`src/rtl/nibble_serial_adder.sv`:
```
// Wide add/subtract unit that reuses one 4-bit carry-select slice per clock,
// walking the operand nibbles LSB-first with a registered inter-nibble carry.

// 4-bit carry-select slice: low pair ripples, high pair is precomputed for both
// carry values and selected by the low-pair carry.
module carry_select_adder4 (
  input  logic [3:0] a,
  input  logic [3:0] b,
  input  logic       ci,
  output logic [3:0] s,
  output logic       co
);

  logic [2:0] lo;
  logic [2:0] hi0;
  logic [2:0] hi1;

  // Both high-pair candidates are formed in parallel with the low pair.
  always_comb begin
    lo  = {1'b0, a[1:0]} + {1'b0, b[1:0]} + {2'b00, ci};
    hi0 = {1'b0, a[3:2]} + {1'b0, b[3:2]};
    hi1 = {1'b0, a[3:2]} + {1'b0, b[3:2]} + 3'd1;
    s[1:0] = lo[1:0];
    if (lo[2]) begin
      s[3:2] = hi1[1:0];
      co     = hi1[2];
    end else begin
      s[3:2] = hi0[1:0];
      co     = hi0[2];
    end
  end

endmodule

module nibble_serial_adder #(
  parameter  int unsigned NIBBLES = 4,
  localparam int unsigned W       = 4 * NIBBLES
) (
  input  logic         Clk,
  input  logic         Reset_n,
  input  logic         Run,
  input  logic         Sub,
  input  logic [W-1:0] A,
  input  logic [W-1:0] B,
  output logic [W-1:0] Sum,
  output logic         CO,
  output logic         OVF,
  output logic         Busy,
  output logic         Done
);

  localparam int unsigned IW = (NIBBLES > 1) ? $clog2(NIBBLES) : 1;

  typedef enum logic [1:0] {StIdle, StAdd, StDone} state_e;

  state_e        state_q;
  logic [W-1:0]  a_q;
  logic [W-1:0]  b_q;
  logic          carry_q;
  logic [IW-1:0] idx_q;
  logic [W-1:0]  sum_q;
  logic          co_q;
  logic          ovf_q;
  logic          busy_q;
  logic          done_q;

  logic [3:0]    slice_a;
  logic [3:0]    slice_b;
  logic [3:0]    slice_s;
  logic          slice_co;

  // Select the nibble pair addressed by the current index.
  always_comb begin
    slice_a = a_q[4*idx_q +: 4];
    slice_b = b_q[4*idx_q +: 4];
  end

  carry_select_adder4 u_slice (
    .a  (slice_a),
    .b  (slice_b),
    .ci (carry_q),
    .s  (slice_s),
    .co (slice_co)
  );

  // Control FSM plus datapath registers; all outputs are registered.
  always_ff @(posedge Clk or negedge Reset_n) begin
    if (!Reset_n) begin
      state_q <= StIdle;
      a_q     <= '0;
      b_q     <= '0;
      carry_q <= 1'b0;
      idx_q   <= '0;
      sum_q   <= '0;
      co_q    <= 1'b0;
      ovf_q   <= 1'b0;
      busy_q  <= 1'b0;
      done_q  <= 1'b0;
    end else begin
      unique case (state_q)
        StIdle: begin
          if (Run) begin
            a_q     <= A;
            // Subtraction is A + ~B + 1: invert here, inject the +1 as carry-in.
            b_q     <= Sub ? ~B : B;
            carry_q <= Sub;
            idx_q   <= '0;
            sum_q   <= '0;
            co_q    <= 1'b0;
            ovf_q   <= 1'b0;
            busy_q  <= 1'b1;
            state_q <= StAdd;
          end
        end
        StAdd: begin
          sum_q[4*idx_q +: 4] <= slice_s;
          carry_q             <= slice_co;
          idx_q               <= idx_q + IW'(1);
          if (idx_q == IW'(NIBBLES - 1)) begin
            co_q    <= slice_co;
            ovf_q   <= (a_q[W-1] == b_q[W-1]) && (slice_s[3] != a_q[W-1]);
            busy_q  <= 1'b0;
            done_q  <= 1'b1;
            state_q <= StDone;
          end
        end
        StDone: begin
          // Wait for Run to drop so a held button triggers only once.
          if (!Run) begin
            done_q  <= 1'b0;
            state_q <= StIdle;
          end
        end
        default: begin
          busy_q  <= 1'b0;
          done_q  <= 1'b0;
          state_q <= StIdle;
        end
      endcase
    end
  end

  assign Sum  = sum_q;
  assign CO   = co_q;
  assign OVF  = ovf_q;
  assign Busy = busy_q;
  assign Done = done_q;

endmodule

```
`config.mk`:
```
export PLATFORM = sky130hd
export DESIGN_NAME = nibble_serial_adder
export DESIGN_NICKNAME = d
export VERILOG_FILES = /design/src/rtl/nibble_serial_adder.sv
export SDC_FILE = /design/constraint.sdc
export NUM_CORES = 1
export LEC_CHECK = 0
export BUFFER_PORTS_ARGS = -buffer_cell sky130_fd_sc_hd__buf_2
export CORE_ASPECT_RATIO = 1.75
export CORE_MARGIN = 3
export CORE_UTILIZATION = 49
export DETAILED_ROUTE_END_ITERATION = 16
export GPL_TIMING_DRIVEN = 0
export PLACE_DENSITY = 0.73
export SETUP_SLACK_MARGIN = 0.3
export SLEW_MARGIN = 0
export SYNTH_ARGS = -nofsm -noshare
export SYNTH_HDL_FRONTEND = slang
export SYNTH_SLANG_ARGS = --single-unit
```
`constraint.sdc`:
```
create_clock -name Clk -period 2.6 [get_ports Clk]
set_input_delay 0.26 -clock Clk [delete_from_list [all_inputs] [get_ports Clk]]
set_output_delay 0.26 -clock Clk [all_outputs]
set_load 0.02 [all_outputs]
```
==> impl_metrics.tcl <==
set metrics [dict create \
    status "finished with violations" \
    violations "negative hold slack, negative setup slack" \
    synth_cells 227 \
    h-tree-depth 3 \
    tns_ns -0.242 \
    p_per_area_mw_per_mm2 1740 \
    slew_viol_final 0 \
    synth_edf_count 0 \
    synth_flop_cell "dfrtp_1" \
    start_util 0.517 \
    ys_ff_latch 57 \
    vdd_drop_max_mv 1.13 \
    post-route-util 0.671 \
    critical_path_required_ns 2.82 \
    p_total_mw 6.31 \
    period_needed_ns 2.73 \
    yosysWarnings 0 \
    fin_area_mm2 0.00361 \
    cp_max_fo 5 \
    clock_sink_count 57 \
    cp-end-kind "register" \
    drv_cap 0 \
    via_per_inst 5.23 \
    die_h_um 106 \
    place_area_mm2 0.00316 \
    max_stage_delay_ns 0.54 \
    fmax_mhz 366 \
    antennaDiodeCount 0 \
    synthesis.area_mm2 0.00278 \
    clk_latency_ns 0.34 \
    cp.buffers_inverters 1 \
    routed-via-count 1989 \
    numPortBuffers 54 \
    timing.slew.headroom 0.518 \
    start_kind "register" \
    wire_per_inst_um 16.4 \
    synth_common_cells "dfrtp_1 (57), nand2_1 (21), xnor2_1 (18)" \
    hold_class "input port to asynchronous set/reset pin" \
    async_flop_share 1.00 \
    stdcell_count 380 \
    finalHoldViolCount 28 \
    worstReg2RegStart "idx_q[0]" \
    yosysMostFrequentCell "dfrtp_1" \
    power_leakage_nw 1.70 \
    core.rowCount 35 \
    clk_path_buf_depth 2 \
    pre_cts_ws_ns -0.402 \
    max_slew.worst_pin.slew_ns 0.724 \
    grt_util_all_layers 0.200 \
    dp.cells 355 \
    core-area_mm2 0.00539 \
    synth_fp_nets 272 \
    die_area_mm2 0.00665 \
    grt_pass1_wl_um 10000 \
    cts_made_buffers 9 \
    yosys.area.top_type "dfrtp_1" \
    postCtsHoldBufs 0 \
    critical-path-top-delay-family "multiplexers" \
    syn_avg_cell_area_um2 12.3 \
    drtPass1Iterations 4 \
    nets 346 \
    die_x_um 63.0 \
    rsz0062_at_grt "yes" \
    path_class "register to register" \
    grt_pass1_vias 2052 \
    area_growth_pct 29.9 \
    setup_ws_ns -0.133 \
    ant_nets 0 \
    gp_congestion 0.836 \
    final-seq-area_mm2 0.00143 \
    clk_pin_slew_ns 0.07 \
    setup_violations 5 \
    yosys.area.top_type_share 0.513 \
    arrival_ns 2.95 \
    r2r-end "OVF" \
    hpwl_um 4180 \
    finalCritPeriodShare 1.05 \
    antenna_found_initial 0 \
    io_pins 56 \
    final_layout_size_suffix_gt1_frac 0.428 \
    cts_tree "built" \
    grt_max_degree 58 \
    first_iter_violations 104 \
    drc 0 \
    multiInputGateArea_mm2 0.00136 \
    crit_slowest_cell "mux4_2" \
    skew_ns 0.00869 \
    synth_area_leaders "dfrtp_1 (51%), mux2_2 (6.9%), mux4_2 (6.5%)" \
    wl_um 6210 \
    r2r_slack_ns -0.13 \
    rr_worst_depth 8 \
    fill_cells 439 \
    synth_cell_types 36 \
    fin_hold_ws_ns -0.0392 \
    cp_cell_sequence "buf_12 -> mux4_2 -> ha_4 -> fa_1 -> ha_1 -> mux2_4 -> mux2i_1 -> o2bb2ai_1" \
    ys_seq_area_frac 0.513 \
    cts-root-buf "clkbuf_8" \
    grt-ovfl-total 0 \
]
## sequential cells by signal, summed over array words and instances, names as in the netlist
name,count
Busy,1
b_q,16
idx_q,2
a_q,16
Sum,16
OVF,1
Done,1
state_q,2
CO,1
carry_q,1
## area by class of cell
| type | instances | share of cell area |
|---|---|---|
| inverter | 13 | 0.0135 |
| clock buffer | 11 | 0.0419 |
| clock inverter | 5 | 0.0215 |
| multi-input combinational | 145 | 0.375 |
| tap | 74 | 0.0256 |
| sequential | 57 | 0.395 |
| timing repair buffer | 63 | 0.103 |
| buffer | 12 | 0.0249 |
## cell usage in the layout, fill, tap and decap left out, types with 3 or more instances in the layout
cell / netlist / final
inv_1: 13 / 11
mux4_2: 8 / 8
a22o_1: 9 / 9
xnor2_1: 18 / 16
a21oi_1: 6 / 6
o22ai_1: 5 / 4
o2bb2ai_1: 5 / 4
ha_1: 6 / 5
o21ai_0: 9 / 9
nand2b_1: 5 / 4
o21ai_1: 10 / 10
mux2_2: 17 / 16
clkbuf_8: 0 / 11
nor2_1: 3 / 3
buf_6: 1 / 4
dfrtp_1: 57 / 56
buf_2: 7 / 59
buf_4: 0 / 5
nand2_1: 21 / 21
## where the power goes
part	internal, mW	switching, mW
Clock	0.588	0.354
Combinational	1.99	1.87
Sequential	1.27	0.228
Total	3.85	2.45
## metal layers
| metal | vias up | share of wire | GRT usage |
|---|---|---|---|
| li1 | 947 | - | - |
| met1 | 977 | 0.35 | 0.212 |
| met2 | 54 | 0.58 | 0.361 |
| met3 | 11 | 0.041 | 0.0512 |
| met4 | 0 | 0.023 | 0.0964 |
| met5 | - | 0 | 0 |
## logic make-up (layout without fill, tap and decap cells)
group                      after synthesis  after routing  share of synthesized area
DFF                                     57             57                      0.513
xor gates and xnor gates                19             19                     0.0598
adders and majority gates                9              9                     0.0486
and+or+nand+nor                         41             41                     0.0827
buffers and inverters                   25            104                     0.0400
AOI/OAI and AO/OA                       49             49                      0.116
muxes                                   27             27                      0.141
## worst max path at each step
stage	startpoint	cells past startpoint	slack [ns]	endpoint
global placement	idx_q[1]	8	-0.36	OVF
global route	idx_q[0]	8	-0.21	OVF
finish	idx_q[0]	8	-0.13	OVF
CTS	idx_q[0]	8	-0.19	OVF
floorplan	idx_q[0]	8	-0.05	OVF
detailed placement	idx_q[1]	8	-0.40	OVF
## what timing repair did
item | 4_1_cts | 5_1_grt
resized for setup | 13 | 15
gates cloned | 0 | 0
setup endpoints to repair | 15 | 15
pin swaps | 5 | 8
hold endpoints to repair | 0 | 0
buffers inserted | 7 | 2
(Power assumes the default switching activity.)
